$ cat src/rtl/lspc2_pkg.sv
`default_nettype none
// ============================================================================
// Package  : lspc2_pkg
// Brief    : Grant encodings and VRAM slot ownership for the LSPC2 slot arbiter.
// Revision : 1.0
// ============================================================================
package lspc2_pkg;

    localparam logic [1:0] C_GNT_IDLE = 2'd0;
    localparam logic [1:0] C_GNT_SPR  = 2'd1;
    localparam logic [1:0] C_GNT_FIX  = 2'd2;
    localparam logic [1:0] C_GNT_CPU  = 2'd3;

    localparam logic [1:0] C_SLOT0_OWNER = C_GNT_SPR;
    localparam logic [1:0] C_SLOT1_OWNER = C_GNT_SPR;
    localparam logic [1:0] C_SLOT2_OWNER = C_GNT_FIX;
    localparam logic [1:0] C_SLOT3_OWNER = C_GNT_CPU;

    function automatic logic [1:0] slot_owner(input logic [1:0] slot);
        logic [1:0] owner;
        case (slot)
            2'd0:    owner = C_SLOT0_OWNER;
            2'd1:    owner = C_SLOT1_OWNER;
            2'd2:    owner = C_SLOT2_OWNER;
            default: owner = C_SLOT3_OWNER;
        endcase
        return owner;
    endfunction

endpackage
`default_nettype wire

$ cat src/rtl/lspc2_vram_slot_arb_if.sv
`default_nettype none
// ============================================================================
// Interface : lspc2_vram_slot_arb_if
// Brief     : Slot strobes, requester handshakes and VRAM bus of the slot arbiter.
// Revision  : 1.0
// ============================================================================
interface lspc2_vram_slot_arb_if #(
    parameter int ADDR_W = 16,
    parameter int DATA_W = 16
);
    logic              EN_SLOT;
    logic              EN_SYNC;
    logic              SPR_REQ;
    logic [ADDR_W-1:0] SPR_ADDR;
    logic              SPR_ACK;
    logic              FIX_REQ;
    logic [ADDR_W-1:0] FIX_ADDR;
    logic              FIX_ACK;
    logic              CPU_WR_REQ;
    logic [ADDR_W-1:0] CPU_ADDR;
    logic [DATA_W-1:0] CPU_DATA;
    logic              CPU_WR_ACK;
    logic              CPU_BUSY;
    logic [ADDR_W-1:0] VRAM_ADDR;
    logic [DATA_W-1:0] VRAM_WDATA;
    logic              VRAM_OE;
    logic              VRAM_WE;
    logic [1:0]        GNT;

    modport slave (
        input  EN_SLOT, EN_SYNC,
        input  SPR_REQ, SPR_ADDR, FIX_REQ, FIX_ADDR, CPU_WR_REQ, CPU_ADDR, CPU_DATA,
        output SPR_ACK, FIX_ACK, CPU_WR_ACK, CPU_BUSY,
        output VRAM_ADDR, VRAM_WDATA, VRAM_OE, VRAM_WE, GNT
    );

    modport master (
        output EN_SLOT, EN_SYNC,
        output SPR_REQ, SPR_ADDR, FIX_REQ, FIX_ADDR, CPU_WR_REQ, CPU_ADDR, CPU_DATA,
        input  SPR_ACK, FIX_ACK, CPU_WR_ACK, CPU_BUSY,
        input  VRAM_ADDR, VRAM_WDATA, VRAM_OE, VRAM_WE, GNT
    );
endinterface
`default_nettype wire

$ cat src/rtl/lspc2_vram_wbuf.sv
`default_nettype none
// ============================================================================
// Module   : lspc2_vram_wbuf
// Brief    : CPU VRAM write buffer; 4-entry FIFO when LSPC_VRAM_WFIFO_EN is
//            defined, otherwise a single holding register.
// Revision : 1.0
// ============================================================================
module lspc2_vram_wbuf #(
    parameter int ADDR_W = 16,
    parameter int DATA_W = 16
) (
    input  wire logic              clk,
    input  wire logic              rst_n,
    input  wire logic              i_push,
    input  wire logic [ADDR_W-1:0] i_addr,
    input  wire logic [DATA_W-1:0] i_data,
    input  wire logic              i_pop,
    output logic      [ADDR_W-1:0] o_head_addr,
    output logic      [DATA_W-1:0] o_head_data,
    output logic                   o_empty,
    output logic                   o_full
);
`ifdef LSPC_VRAM_WFIFO_EN
    localparam int DEPTH = 4;
`else
    localparam int DEPTH = 1;
`endif

    if (DEPTH > 1) begin : g_fifo
        localparam int PTR_W = $clog2(DEPTH);

        logic [ADDR_W+DATA_W-1:0] r_mem [DEPTH];
        logic [PTR_W-1:0]         r_wr_ptr;
        logic [PTR_W-1:0]         r_rd_ptr;
        logic [PTR_W:0]           r_count;

        always_ff @(posedge clk or negedge rst_n) begin
            if (!rst_n) begin
                for (int i = 0; i < DEPTH; i++) r_mem[i] <= '0;
                r_wr_ptr <= '0;
                r_rd_ptr <= '0;
                r_count  <= '0;
            end else begin
                if (i_push) begin
                    r_mem[r_wr_ptr] <= {i_addr, i_data};
                    r_wr_ptr        <= r_wr_ptr + 1'b1;
                end
                if (i_pop) r_rd_ptr <= r_rd_ptr + 1'b1;
                if (i_push && !i_pop)      r_count <= r_count + 1'b1;
                else if (!i_push && i_pop) r_count <= r_count - 1'b1;
            end
        end

        assign {o_head_addr, o_head_data} = r_mem[r_rd_ptr];
        assign o_empty = (r_count == '0);
        assign o_full  = (r_count == (PTR_W+1)'(DEPTH));
    end else begin : g_reg
        logic [ADDR_W+DATA_W-1:0] r_data;
        logic                     r_valid;

        always_ff @(posedge clk or negedge rst_n) begin
            if (!rst_n) begin
                r_data  <= '0;
                r_valid <= 1'b0;
            end else if (i_push) begin
                r_data  <= {i_addr, i_data};
                r_valid <= 1'b1;
            end else if (i_pop) begin
                r_valid <= 1'b0;
            end
        end

        assign {o_head_addr, o_head_data} = r_data;
        assign o_empty = ~r_valid;
        assign o_full  = r_valid;
    end

endmodule
`default_nettype wire

$ cat src/rtl/lspc2_vram_slot_arb.sv
`default_nettype none
// ============================================================================
// Module   : lspc2_vram_slot_arb
// Brief    : Four-slot VRAM time-division arbiter (sprite, sprite, fix, CPU)
//            with buffered CPU writes; LSPC_VRAM_WFIFO_EN selects a 4-deep buffer.
// Revision : 1.0
// ============================================================================
module lspc2_vram_slot_arb
    import lspc2_pkg::*;
#(
    parameter int ADDR_W = 16,
    parameter int DATA_W = 16
) (
    input  wire logic            CLK,
    input  wire logic            nRESETP,
    lspc2_vram_slot_arb_if.slave bus
);

    logic [1:0]        r_slot_cnt;
    logic              r_sync_pend;
    logic [1:0]        r_gnt;
    logic [ADDR_W-1:0] r_addr;
    logic [DATA_W-1:0] r_wdata;
    logic              r_oe;
    logic              r_we;
    logic              r_spr_ack;
    logic              r_fix_ack;
    logic              r_wr_ack;

    logic              w_sync_now;
    logic [1:0]        w_slot;
    logic [1:0]        w_owner;
    logic              w_owner_req;
    logic [1:0]        w_gnt;
    logic [ADDR_W-1:0] w_addr;
    logic [DATA_W-1:0] w_wdata;
    logic              w_push;
    logic              w_pop;
    logic              w_wb_empty;
    logic              w_wb_full;
    logic [ADDR_W-1:0] w_head_addr;
    logic [DATA_W-1:0] w_head_data;

    lspc2_vram_wbuf #(
        .ADDR_W (ADDR_W),
        .DATA_W (DATA_W)
    ) u_wbuf (
        .clk         (CLK),
        .rst_n       (nRESETP),
        .i_push      (w_push),
        .i_addr      (bus.CPU_ADDR),
        .i_data      (bus.CPU_DATA),
        .i_pop       (w_pop),
        .o_head_addr (w_head_addr),
        .o_head_data (w_head_data),
        .o_empty     (w_wb_empty),
        .o_full      (w_wb_full)
    );

    // A sync seen in the strobe cycle itself restarts the frame at once.
    always_comb begin
        w_sync_now  = r_sync_pend | bus.EN_SYNC;
        w_slot      = w_sync_now ? 2'd0 : r_slot_cnt;
        w_owner     = slot_owner(w_slot);
        w_owner_req = 1'b0;
        case (w_owner)
            C_GNT_SPR: w_owner_req = bus.SPR_REQ;
            C_GNT_FIX: w_owner_req = bus.FIX_REQ;
            C_GNT_CPU: w_owner_req = ~w_wb_empty;
            default:   w_owner_req = 1'b0;
        endcase

        w_gnt = C_GNT_IDLE;
        if (w_owner_req)      w_gnt = w_owner;
        else if (!w_wb_empty) w_gnt = C_GNT_CPU;

        w_addr  = '0;
        w_wdata = '0;
        case (w_gnt)
            C_GNT_SPR: w_addr = bus.SPR_ADDR;
            C_GNT_FIX: w_addr = bus.FIX_ADDR;
            C_GNT_CPU: begin
                w_addr  = w_head_addr;
                w_wdata = w_head_data;
            end
            default: ;
        endcase
    end

    // Full is judged on the registered count, so a pop never frees a push slot in the same cycle.
    assign w_push = bus.CPU_WR_REQ & ~w_wb_full;
    assign w_pop  = bus.EN_SLOT & (w_gnt == C_GNT_CPU);

    always_ff @(posedge CLK or negedge nRESETP) begin
        if (!nRESETP) begin
            r_slot_cnt  <= 2'd0;
            r_sync_pend <= 1'b0;
        end else if (bus.EN_SLOT) begin
            r_slot_cnt  <= w_slot + 2'd1;
            r_sync_pend <= 1'b0;
        end else if (bus.EN_SYNC) begin
            r_sync_pend <= 1'b1;
        end
    end

    always_ff @(posedge CLK or negedge nRESETP) begin
        if (!nRESETP) begin
            r_gnt     <= C_GNT_IDLE;
            r_addr    <= '0;
            r_wdata   <= '0;
            r_oe      <= 1'b0;
            r_we      <= 1'b0;
            r_spr_ack <= 1'b0;
            r_fix_ack <= 1'b0;
            r_wr_ack  <= 1'b0;
        end else begin
            r_wr_ack <= w_push;
            if (bus.EN_SLOT) begin
                r_gnt     <= w_gnt;
                r_addr    <= w_addr;
                r_wdata   <= w_wdata;
                r_oe      <= (w_gnt == C_GNT_SPR) | (w_gnt == C_GNT_FIX);
                r_we      <= (w_gnt == C_GNT_CPU);
                r_spr_ack <= (w_gnt == C_GNT_SPR);
                r_fix_ack <= (w_gnt == C_GNT_FIX);
            end else begin
                r_spr_ack <= 1'b0;
                r_fix_ack <= 1'b0;
            end
        end
    end

    assign bus.GNT        = r_gnt;
    assign bus.VRAM_ADDR  = r_addr;
    assign bus.VRAM_WDATA = r_wdata;
    assign bus.VRAM_OE    = r_oe;
    assign bus.VRAM_WE    = r_we;
    assign bus.SPR_ACK    = r_spr_ack;
    assign bus.FIX_ACK    = r_fix_ack;
    assign bus.CPU_WR_ACK = r_wr_ack;
    assign bus.CPU_BUSY   = ~w_wb_empty;

endmodule
`default_nettype wire

$ cat src/flat_wrapper.sv
// flat-port wrapper written by rule: the top's interface ports become plain ports
module lspc2_vram_slot_arb_flat import lspc2_pkg::*;
#(
    parameter int ADDR_W = 16,
    parameter int DATA_W = 16
)
  (CLK, nRESETP, bus_EN_SLOT, bus_EN_SYNC, bus_SPR_REQ, bus_SPR_ADDR, bus_FIX_REQ, bus_FIX_ADDR, bus_CPU_WR_REQ, bus_CPU_ADDR, bus_CPU_DATA, bus_SPR_ACK, bus_FIX_ACK, bus_CPU_WR_ACK, bus_CPU_BUSY, bus_VRAM_ADDR, bus_VRAM_WDATA, bus_VRAM_OE, bus_VRAM_WE, bus_GNT);
  lspc2_vram_slot_arb_if #(.ADDR_W(ADDR_W), .DATA_W(DATA_W)) bus_i ();
  input  wire logic CLK;
  input  wire logic nRESETP;
  input wire logic [$bits(bus_i.EN_SLOT)-1:0] bus_EN_SLOT;
  input wire logic [$bits(bus_i.EN_SYNC)-1:0] bus_EN_SYNC;
  input wire logic [$bits(bus_i.SPR_REQ)-1:0] bus_SPR_REQ;
  input wire logic [$bits(bus_i.SPR_ADDR)-1:0] bus_SPR_ADDR;
  input wire logic [$bits(bus_i.FIX_REQ)-1:0] bus_FIX_REQ;
  input wire logic [$bits(bus_i.FIX_ADDR)-1:0] bus_FIX_ADDR;
  input wire logic [$bits(bus_i.CPU_WR_REQ)-1:0] bus_CPU_WR_REQ;
  input wire logic [$bits(bus_i.CPU_ADDR)-1:0] bus_CPU_ADDR;
  input wire logic [$bits(bus_i.CPU_DATA)-1:0] bus_CPU_DATA;
  output wire logic [$bits(bus_i.SPR_ACK)-1:0] bus_SPR_ACK;
  output wire logic [$bits(bus_i.FIX_ACK)-1:0] bus_FIX_ACK;
  output wire logic [$bits(bus_i.CPU_WR_ACK)-1:0] bus_CPU_WR_ACK;
  output wire logic [$bits(bus_i.CPU_BUSY)-1:0] bus_CPU_BUSY;
  output wire logic [$bits(bus_i.VRAM_ADDR)-1:0] bus_VRAM_ADDR;
  output wire logic [$bits(bus_i.VRAM_WDATA)-1:0] bus_VRAM_WDATA;
  output wire logic [$bits(bus_i.VRAM_OE)-1:0] bus_VRAM_OE;
  output wire logic [$bits(bus_i.VRAM_WE)-1:0] bus_VRAM_WE;
  output wire logic [$bits(bus_i.GNT)-1:0] bus_GNT;
  assign bus_i.EN_SLOT = bus_EN_SLOT;
  assign bus_i.EN_SYNC = bus_EN_SYNC;
  assign bus_i.SPR_REQ = bus_SPR_REQ;
  assign bus_i.SPR_ADDR = bus_SPR_ADDR;
  assign bus_i.FIX_REQ = bus_FIX_REQ;
  assign bus_i.FIX_ADDR = bus_FIX_ADDR;
  assign bus_i.CPU_WR_REQ = bus_CPU_WR_REQ;
  assign bus_i.CPU_ADDR = bus_CPU_ADDR;
  assign bus_i.CPU_DATA = bus_CPU_DATA;
  assign bus_SPR_ACK = bus_i.SPR_ACK;
  assign bus_FIX_ACK = bus_i.FIX_ACK;
  assign bus_CPU_WR_ACK = bus_i.CPU_WR_ACK;
  assign bus_CPU_BUSY = bus_i.CPU_BUSY;
  assign bus_VRAM_ADDR = bus_i.VRAM_ADDR;
  assign bus_VRAM_WDATA = bus_i.VRAM_WDATA;
  assign bus_VRAM_OE = bus_i.VRAM_OE;
  assign bus_VRAM_WE = bus_i.VRAM_WE;
  assign bus_GNT = bus_i.GNT;
  lspc2_vram_slot_arb #(.ADDR_W(ADDR_W), .DATA_W(DATA_W)) u_core (.CLK(CLK), .nRESETP(nRESETP), .bus(bus_i));
endmodule
$ cat config.mk
export PLATFORM = sky130hd
export DESIGN_NAME = lspc2_vram_slot_arb_flat
export DESIGN_NICKNAME = d
export VERILOG_FILES = /design/src/rtl/lspc2_pkg.sv /design/src/rtl/lspc2_vram_slot_arb_if.sv /design/src/rtl/lspc2_vram_wbuf.sv /design/src/rtl/lspc2_vram_slot_arb.sv /design/src/flat_wrapper.sv
export SDC_FILE = /design/constraint.sdc
export NUM_CORES = 1
export LEC_CHECK = 0
export CORE_MARGIN = 10
export CORE_UTILIZATION = 46
export CTS_BUF_LIST = sky130_fd_sc_hd__clkbuf_4
export CTS_CLUSTER_SIZE = 10
export DETAILED_ROUTE_END_ITERATION = 10
export PLACE_DENSITY_LB_ADDON = 0.3
export SETUP_SLACK_MARGIN = 0.05
export SYNTH_ARGS = -nofsm -noshare
export SYNTH_HDL_FRONTEND = slang
export SYNTH_SLANG_ARGS = --single-unit
$ cat constraint.sdc
create_clock -name CLK -period 2.6 [get_ports CLK]
set_input_delay 0.78 -clock CLK [delete_from_list [all_inputs] [get_ports CLK]]
set_output_delay 0.78 -clock CLK [all_outputs]
set_load 0.01 [all_outputs]
==> impl_metrics.prom, run 1 <==
# TYPE chip_impl_metric gauge
chip_impl_info{name="outcome",value="finished clean"} 1
chip_impl_metric{name="clk_transition_reported_paths",unit="ps"} 130
chip_impl_metric{name="final_max_slew_viol_count",unit=""} 0
chip_impl_metric{name="finalCritPeriodShare",unit="%"} 95.0
chip_impl_metric{name="utilization",unit="%"} 73.1
chip_impl_metric{name="ir_drop",unit="uV"} 403
chip_impl_metric{name="ys_async_sr_fraction",unit="%"} 100
chip_impl_metric{name="drv_cap",unit=""} 0
chip_impl_metric{name="cts.sink_count",unit=""} 75
chip_impl_metric{name="synth_edf_count",unit=""} 0
chip_impl_info{name="synthDominantAreaCellType",value="dfrtp_1"} 1
chip_impl_metric{name="grt_start_max_net_pins",unit=""} 43
chip_impl_metric{name="grt.total_usage",unit="%"} 17.2
chip_impl_metric{name="finClkSkew",unit="ps"} 12.1
chip_impl_info{name="clock_tree.root_cell",value="clkbuf_4"} 1
chip_impl_info{name="synth_top_cells_by_count",value="75 x dfrtp_1, 32 x mux2_2, 17 x nand2_1"} 1
chip_impl_metric{name="fp.coreArea",unit="um^2"} 6420
chip_impl_metric{name="fill_cells",unit=""} 449
chip_impl_metric{name="drcViolationCount",unit=""} 0
chip_impl_metric{name="synth_cell_type_count",unit=""} 29
chip_impl_metric{name="final.hold.worst_slack",unit="ps"} 343
chip_impl_metric{name="initial_core_util",unit="%"} 48.1
chip_impl_metric{name="rd_place_congestion",unit=""} 0.827
chip_impl_metric{name="max-clock-path-buffers",unit=""} 2
chip_impl_metric{name="detail_route.vias_per_cell",unit=""} 5.46
chip_impl_metric{name="finalSetupViolations",unit=""} 0
chip_impl_metric{name="route.detailed.wl_per_inst",unit="um"} 19.6
chip_impl_metric{name="area.growth.synth_to_final",unit="%"} 51.9
chip_impl_metric{name="yosys_register_bits",unit=""} 75
chip_impl_metric{name="post-route-min-period",unit="ps"} 2470
chip_impl_metric{name="critical_path_peak_fanout",unit=""} 5
chip_impl_metric{name="syn_area_per_cell",unit="um^2"} 13.8
chip_impl_metric{name="synthDominantCellAreaShare",unit="%"} 60.7
chip_impl_metric{name="rows",unit=""} 29
chip_impl_metric{name="dieHeight",unit="um"} 102
chip_impl_metric{name="cts_max_level",unit=""} 3
chip_impl_metric{name="timing.slew.headroom",unit="%"} 65.5
chip_impl_metric{name="postCtsHoldBufs",unit=""} 0
chip_impl_metric{name="num-nets-final",unit=""} 427
chip_impl_metric{name="power.density",unit="nW/um^2"} 767
chip_impl_info{name="synth.top_cells.by_area",value="dfrtp_1 61%, mux2_2 12%, a221o_1 5.2%"} 1
chip_impl_metric{name="fp.dieW",unit="um"} 102
chip_impl_metric{name="sequential_cell_area_fraction_in_the_yosys_report",unit="%"} 60.7
chip_impl_metric{name="grt.overflow.total",unit=""} 0
chip_impl_metric{name="clock_latency",unit="ps"} 400
chip_impl_metric{name="final-seq-area",unit="um^2"} 1880
chip_impl_metric{name="synth_nets",unit=""} 298
chip_impl_metric{name="grt_antenna_before_repair",unit=""} 0
chip_impl_info{name="worstSetupStartpointType",value="primary input"} 1
chip_impl_metric{name="count_of_warnings_emitted_by_yosys",unit=""} 0
chip_impl_metric{name="detail_route.wirelength",unit="mm"} 8.53
chip_impl_metric{name="ant_nets",unit=""} 0
chip_impl_metric{name="drt_pass1_iterations",unit=""} 4
chip_impl_metric{name="cts_buffers",unit=""} 9
chip_impl_metric{name="grt_first_pass_wirelength",unit="mm"} 13.9
chip_impl_metric{name="multi_input_comb_area",unit="um^2"} 1170
chip_impl_metric{name="fmax",unit="MHz"} 405
chip_impl_metric{name="num_io_pins",unit=""} 111
chip_impl_metric{name="worst_ep_arrival_time",unit="ps"} 2770
chip_impl_metric{name="dieArea",unit="um^2"} 10400
chip_impl_info{name="sort_of_element_at_the_end_of_the_critical_path",value="flip-flop"} 1
chip_impl_info{name="ys.flop_type",value="dfrtp_1"} 1
chip_impl_info{name="cts_tree",value="done"} 1
chip_impl_metric{name="initialDrtViolationCount",unit=""} 82
chip_impl_metric{name="final_hold_viol_count",unit=""} 0
chip_impl_metric{name="hpwlAfterDp",unit="mm"} 6.23
chip_impl_info{name="post-synth-top-count-cell",value="dfrtp_1"} 1
chip_impl_metric{name="netlist_instances",unit=""} 224
chip_impl_metric{name="static_power_due_to_leakage",unit="nW"} 1.99
chip_impl_metric{name="via_count",unit=""} 2375
chip_impl_metric{name="number_of_global_route_vias_before_repair",unit=""} 2678
chip_impl_metric{name="layout-drive-gt1-share",unit="%"} 24.9
chip_impl_metric{name="fin_total_pwr",unit="mW"} 3.60
chip_impl_metric{name="port-buffer-count",unit=""} 110
chip_impl_metric{name="insertedDiodeCount",unit=""} 0
chip_impl_info{name="hold_path.class",value="primary input to async pin"} 1
chip_impl_info{name="setup.worst_path.class",value="primary input to flip-flop"} 1
chip_impl_info{name="rsz0062_at_grt",value="no"} 1
chip_impl_metric{name="timing_worst_slew_pin_value",unit="ps"} 518
chip_impl_metric{name="synthesis.area",unit="um^2"} 3090
chip_impl_metric{name="crit_required",unit="ps"} 2890
## what timing repair did
| item | CTS | global route |
|---|---|---|
| pin swaps | 3 | 1 |
| setup buffers | 2 | 0 |
| setup endpoints to repair | 32 | 4 |
| gates resized for setup | 12 | 2 |
| cloned | 3 | 0 |
## path summary, 6_finish.rpt
path | from | to | slack [ps] | depth (start not counted)
max | bus_EN_SYNC | u_core.bus.VRAM_ADDR[11]$_DFFE_PN0P_ | 130 | 10
min | nRESETP | u_core.u_wbuf.g_reg.r_data[5]$_DFFE_PN0P_ | 340 | 1
max reg2reg | u_core.r_sync_pend$_DFFE_PN0P_ | u_core.bus.VRAM_ADDR[11]$_DFFE_PN0P_ | 310 | 9
min reg2reg | u_core.bus.VRAM_WE$_DFFE_PN0P_ | u_core.bus.VRAM_WE$_DFFE_PN0P_ | 500 | 1
max in group asynchronous | nRESETP | u_core.u_wbuf.g_reg.r_data[21]$_DFFE_PN0P_ | 1690 | 2
min in group CLK | u_core.bus.VRAM_WE$_DFFE_PN0P_ | u_core.bus.VRAM_WE$_DFFE_PN0P_ | 500 | 1
## layout make-up
type | count | area share, %
Timing Repair Buffer | 134 | 29.2
Clock buffer | 10 | 1.60
Multi-Input combinational cell | 130 | 25.0
Clock inverter | 6 | 1.89
Tap cell | 77 | 2.05
Sequential cell | 75 | 40.0
Inverter | 3 | 0.293
## stage by stage
stage               cells  setup slack, ps  instance area (um^2)  setup TNS [ps]
floorplan             224             53.4                  3130               0
global placement      414             -368                  4440          -11900
detailed placement    414             -454                  4440          -14450
CTS                   435              125                  4690               0
global route          435             65.8                  4700               0
finish                435              129                  4700               0
## sequential cells by signal, indices dropped and copies added (netlist names)
signal / count
u_core.u_wbuf.g_reg.r_data: 32
u_core.bus.VRAM_ADDR: 16
u_core.bus.VRAM_WDATA: 16
u_core.bus.GNT: 2
u_core.r_slot_cnt: 2
u_core.bus.CPU_WR_ACK: 1
u_core.bus.FIX_ACK: 1
u_core.bus.SPR_ACK: 1
u_core.bus.VRAM_OE: 1
u_core.bus.VRAM_WE: 1
u_core.r_sync_pend: 1
u_core.u_wbuf.o_full: 1
## power by group
part	switching, mW	internal [mW]
clock	0.411	0.403
sequential	0.192	1.50
combinational	0.396	0.705
## worst max-delay path, cell delays in order
cell and delay (ps):
dlygate4sd2_1 250, or3b_4 390, inv_4 90, ha_4 140, a221oi_2 70, nor3_2 290
a2111oi_4 60, buf_6 150, bufbuf_16 260, a221o_1 280
## kinds of logic after synthesis
family | after synthesis | synth area share [%]
compound gates | 63 | 18.6
fa+ha+maj | 3 | 1.21
buf+inv | 19 | 3.32
flops | 75 | 60.7
mux | 32 | 11.7
simple gates | 32 | 4.49
## cells in the final DEF (no fill, tap or decap), types with 2 or more instances in the layout
cell / count
nor2_1: 9
inv_2: 2
mux2_2: 32
o21ai_0: 2
buf_12: 4
dfrtp_1: 75
clkdlybuf4s50_1: 108
a31oi_1: 2
a21oi_1: 4
clkinvlp_4: 2
nand2_1: 16
bufinv_16: 2
ha_4: 2
clkbuf_4: 10
a22o_1: 16
buf_4: 16
o2bb2ai_1: 16
buf_6: 3
a221o_1: 16
## metal layers
layer  track usage, %  routed length [um]  vias up
li1                 -                   -     1106
met1             18.6                3230     1199
met2             31.3                4650       59
met3             4.05                 503       11
met4             7.70                 135        0
met5                0                   0        -
Power figures use the tool's default switching activity.
==> inputs of run 2 (changes only) <==
- ABC_AREA: not set -> 1
- CORE_UTILIZATION: 46 -> 48
- SETUP_SLACK_MARGIN: 0.05 -> not set
==> run 2 against run 1 <==
Effect of this change: combinational power rose by 26%; clock-buffer cell count fell by 1; synthesized cell count rose by 96%; power rose by 11%; die area rose by 7.6%.
==> impl_metrics.prom, run 2 <==
# TYPE chip_impl_metric gauge
chip_impl_metric{name="final_max_slew_viol_count",unit=""} 0
chip_impl_metric{name="ant_nets",unit=""} 0
chip_impl_metric{name="rd_place_congestion",unit=""} 0.860
chip_impl_metric{name="clk_transition_reported_paths",unit="ps"} 120
chip_impl_metric{name="initial_core_util",unit="%"} 49.0
chip_impl_metric{name="swShare",unit="%"} 34.0
chip_impl_metric{name="final_cell_area",unit="um^2"} 5000
chip_impl_metric{name="cp_slowest_stage_delay",unit="ps"} 470
chip_impl_metric{name="fin_total_pwr",unit="mW"} 3.98
chip_impl_metric{name="yosys_register_bits",unit=""} 75
chip_impl_metric{name="synth_nets",unit=""} 513
chip_impl_metric{name="finalSetupViolations",unit=""} 0
chip_impl_metric{name="worst-path-buf-inv",unit=""} 5
chip_impl_metric{name="detailed_place.area",unit="um^2"} 4850
chip_impl_info{name="outcome",value="finished clean"} 1
chip_impl_metric{name="synth_cell_type_count",unit=""} 23
chip_impl_info{name="worstSetupStartpointType",value="primary input"} 1
chip_impl_info{name="synthDominantAreaCellType",value="dfrtp_1"} 1
chip_impl_metric{name="synthDominantCellAreaShare",unit="%"} 53.1
chip_impl_info{name="sort_of_element_at_the_end_of_the_critical_path",value="flip-flop"} 1
chip_impl_metric{name="synthesis.area",unit="um^2"} 3530
chip_impl_metric{name="crit_required",unit="ps"} 2930
chip_impl_metric{name="timing_worst_slew_pin_value",unit="ps"} 509
chip_impl_metric{name="worst_ep_arrival_time",unit="ps"} 2690
chip_impl_metric{name="dieArea",unit="um^2"} 11200
chip_impl_metric{name="ir_drop",unit="uV"} 433
chip_impl_info{name="clock_tree.root_cell",value="clkbuf_4"} 1
chip_impl_metric{name="netlist_instances",unit=""} 439
chip_impl_metric{name="area.growth.synth_to_final",unit="%"} 41.6
chip_impl_metric{name="post-route-min-period",unit="ps"} 2360
chip_impl_metric{name="initialDrtViolationCount",unit=""} 125
chip_impl_metric{name="grt_first_pass_wirelength",unit="mm"} 16.4
chip_impl_metric{name="timing.slew.headroom",unit="%"} 66.1
chip_impl_info{name="synth.top_cells.by_area",value="dfrtp_1 53%, nand2_1 24%, nand4_1 5.7%"} 1
chip_impl_metric{name="internal_power",unit="mW"} 2.63
chip_impl_metric{name="grt_start_max_net_pins",unit=""} 39
chip_impl_metric{name="grt.overflow.total",unit=""} 0
chip_impl_metric{name="layout-drive-gt1-share",unit="%"} 10.9
chip_impl_metric{name="syn_area_per_cell",unit="um^2"} 8.05
chip_impl_metric{name="largest_register_ff_count",unit=""} 32
chip_impl_metric{name="postCtsHoldBufs",unit=""} 0
chip_impl_metric{name="cts_buffers",unit=""} 9
chip_impl_metric{name="insertedDiodeCount",unit=""} 0
chip_impl_metric{name="route.detailed.wl_per_inst",unit="um"} 15.1
chip_impl_metric{name="cts.sink_count",unit=""} 75
chip_impl_info{name="path_cells",value="clkdlybuf4s50_1, nor2_2, buf_4, nand2_2, clkinv_4, ha_1, nand2_1, nand2_1, inv_1, nand2_4, nand2_2, nand2_2, nand2_4, buf_4, nand3_1, nand2_1, nand2_1, nand2_1"} 1
chip_impl_metric{name="clockPowerShare",unit="%"} 19.4
chip_impl_metric{name="power.density",unit="nW/um^2"} 796
chip_impl_metric{name="clock_latency",unit="ps"} 390
chip_impl_info{name="synth_top_cells_by_count",value="228 x nand2_1, 75 x dfrtp_1, 32 x nand4_1"} 1
chip_impl_metric{name="power.combinational.fraction",unit="%"} 34.9
chip_impl_metric{name="grt.total_usage",unit="%"} 17.9
chip_impl_info{name="critical_path.slowest_cell",value="clkdlybuf4s50_1"} 1
chip_impl_metric{name="finClkSkew",unit="ps"} 12.1
chip_impl_metric{name="drt_pass1_iterations",unit=""} 4
chip_impl_info{name="cts_tree",value="done"} 1
chip_impl_metric{name="count_of_warnings_emitted_by_yosys",unit=""} 0
chip_impl_metric{name="dieHeight",unit="um"} 106
chip_impl_metric{name="ys_async_sr_fraction",unit="%"} 100
chip_impl_metric{name="detail_route.vias_per_cell",unit=""} 4.95
chip_impl_metric{name="layout.cells.non_filler",unit=""} 658
chip_impl_metric{name="synth_edf_count",unit=""} 0
chip_impl_metric{name="fill_cells",unit=""} 592
chip_impl_metric{name="hpwlAfterDp",unit="mm"} 7.35
chip_impl_info{name="layout.cells.most_common",value="nand2_1"} 1
chip_impl_metric{name="critical_path_peak_fanout",unit=""} 9
chip_impl_metric{name="setup_ws_post_layout",unit="ps"} 236
chip_impl_info{name="setup.worst_path.class",value="primary input to flip-flop"} 1
chip_impl_metric{name="dpl_worst_slack",unit="ps"} -210
chip_impl_info{name="hold_path.class",value="primary input to async pin"} 1
chip_impl_metric{name="seqPwrFrac",unit="%"} 45.7
chip_impl_metric{name="sequential_cell_area_fraction_in_the_yosys_report",unit="%"} 53.1
chip_impl_metric{name="fmax",unit="MHz"} 423
chip_impl_metric{name="fp.coreArea",unit="um^2"} 7210
chip_impl_metric{name="num_io_pins",unit=""} 111
chip_impl_metric{name="final_hold_viol_count",unit=""} 0
chip_impl_metric{name="post_cts_resized",unit=""} 0
chip_impl_info{name="worst_path_dominant_cell_family",value="buffers and inverters"} 1
chip_impl_metric{name="grt_antenna_before_repair",unit=""} 0
chip_impl_metric{name="via_count",unit=""} 3260
chip_impl_metric{name="drv_cap",unit=""} 0
chip_impl_info{name="rsz0062_at_grt",value="no"} 1
chip_impl_metric{name="fp.dieW",unit="um"} 106
chip_impl_metric{name="static_power_due_to_leakage",unit="nW"} 2.59
chip_impl_info{name="mostFrequentLayoutCells",value="228 x nand2_1, 109 x clkdlybuf4s50_1, 75 x dfrtp_1, 32 x nand4_1, 25 x inv_1"} 1
chip_impl_metric{name="port-buffer-count",unit=""} 110
chip_impl_metric{name="detail_route.wirelength",unit="mm"} 9.96
chip_impl_metric{name="rows",unit=""} 31
chip_impl_info{name="registers.top_by_ff_count",value="u_core.u_wbuf.g_reg.r_data"} 1
chip_impl_info{name="post-synth-top-count-cell",value="nand2_1"} 1
chip_impl_metric{name="number_of_global_route_vias_before_repair",unit=""} 3273
chip_impl_info{name="ys.flop_type",value="dfrtp_1"} 1
chip_impl_metric{name="num-nets-final",unit=""} 630
chip_impl_metric{name="max-clock-path-buffers",unit=""} 2
chip_impl_metric{name="finalCritPeriodShare",unit="%"} 90.9
chip_impl_metric{name="post-place-cells",unit=""} 644
chip_impl_metric{name="cts_setup_buffers",unit=""} 0
chip_impl_metric{name="netSwitchingPower",unit="mW"} 1.36
chip_impl_metric{name="drcViolationCount",unit=""} 0
chip_impl_metric{name="cts_max_level",unit=""} 3
chip_impl_info{name="most_numerous_cell_on_the_critical_path",value="nand2_1"} 1
run 2: changes by cell type in the layout (fill, tap and decap cells not counted), moves of 16 or more:
| cell | previous run | this run |
|---|---|---|
| a221o_1 | 16 | 0 |
| a22o_1 | 16 | 0 |
| inv_1 | 0 | 25 |
| mux2_2 | 32 | 0 |
| nand2_1 | 16 | 228 |
| nand4_1 | 0 | 32 |
| o2bb2ai_1 | 16 | 0 |
run 2: kinds of logic (layout without fill, tap and decap cells):
group                      Yosys count  count (layout)  synth area share (%)
DFF                                 75              75                  53.1
adders and majority gates            3               3                  1.06
buffers and inverters               53             173                  6.87
and+or+nand+nor                    301             301                  37.8
AOI/OAI and AO/OA                    7               7                  1.17
run 2: final cells by class:
| type | count | area (um^2) | share of cell area, % |
|---|---|---|---|
| Inverter | 29 | 114 | 2.28 |
| Tap cell | 99 | 124 | 2.48 |
| Clock buffer | 9 | 67.6 | 1.35 |
| Sequential cell | 75 | 1880 | 37.5 |
| Timing Repair Buffer | 130 | 1320 | 26.5 |
| Clock inverter | 5 | 80.1 | 1.60 |
| Multi-Input combinational cell | 311 | 1420 | 28.3 |
run 2: power by group through the flow:
| stage | registers, mW | clock network [mW] | logic (mW) |
|---|---|---|---|
| after global routing | 1.86 | 0.838 | 1.56 |
| after floorplan | 1.85 | 0 | 0.651 |
| final | 1.82 | 0.774 | 1.39 |
| after global placement | 1.82 | 0 | 1.37 |
| after CTS | 1.81 | 0.794 | 1.42 |
| after detailed placement | 1.83 | 0 | 1.41 |
run 2: through the flow:
step | setup TNS, ps | util [%] | hold WS [ps]
2_1_floorplan | 0 | - | 442
3_3_place_gp | -3960 | 67.3 | 450
3_5_place_dp | -6410 | 67.3 | 462
4_1_cts | 0 | 69.3 | 326
5_1_grt | 0 | 69.3 | 347
6_report | 0 | 69.3 | 332
run 2: path summary, 6_finish.rpt:
kind / cells past startpoint / slack, ps / endpoint / startpoint
worst max-delay path: 18 / 240 / u_core.bus.VRAM_ADDR[14]$_DFFE_PN0P_ / bus_EN_SYNC
worst min-delay path: 1 / 330 / u_core.bus.VRAM_ADDR[3]$_DFFE_PN0P_ / nRESETP
worst max register to register: 17 / 630 / u_core.bus.VRAM_ADDR[14]$_DFFE_PN0P_ / u_core.r_sync_pend$_DFFE_PN0P_
worst min register to register: 2 / 480 / u_core.bus.VRAM_WDATA[2]$_DFFE_PN0P_ / u_core.u_wbuf.g_reg.r_data[2]$_DFFE_PN0P_
max in group asynchronous: 2 / 1680 / u_core.bus.VRAM_WDATA[12]$_DFFE_PN0P_ / nRESETP
min in group CLK: 2 / 480 / u_core.bus.VRAM_WDATA[2]$_DFFE_PN0P_ / u_core.u_wbuf.g_reg.r_data[2]$_DFFE_PN0P_
run 2: metal layers:
layer,part of all wire (%),vias to the layer above,track usage (%),routed length [um]
li1,-,1602,-,-
met4,1.0,0,5.71,103
met3,7.2,10,4.51,715
met5,0,-,0,0
met2,46,137,28.2,4620
met1,45,1511,23.5,4520
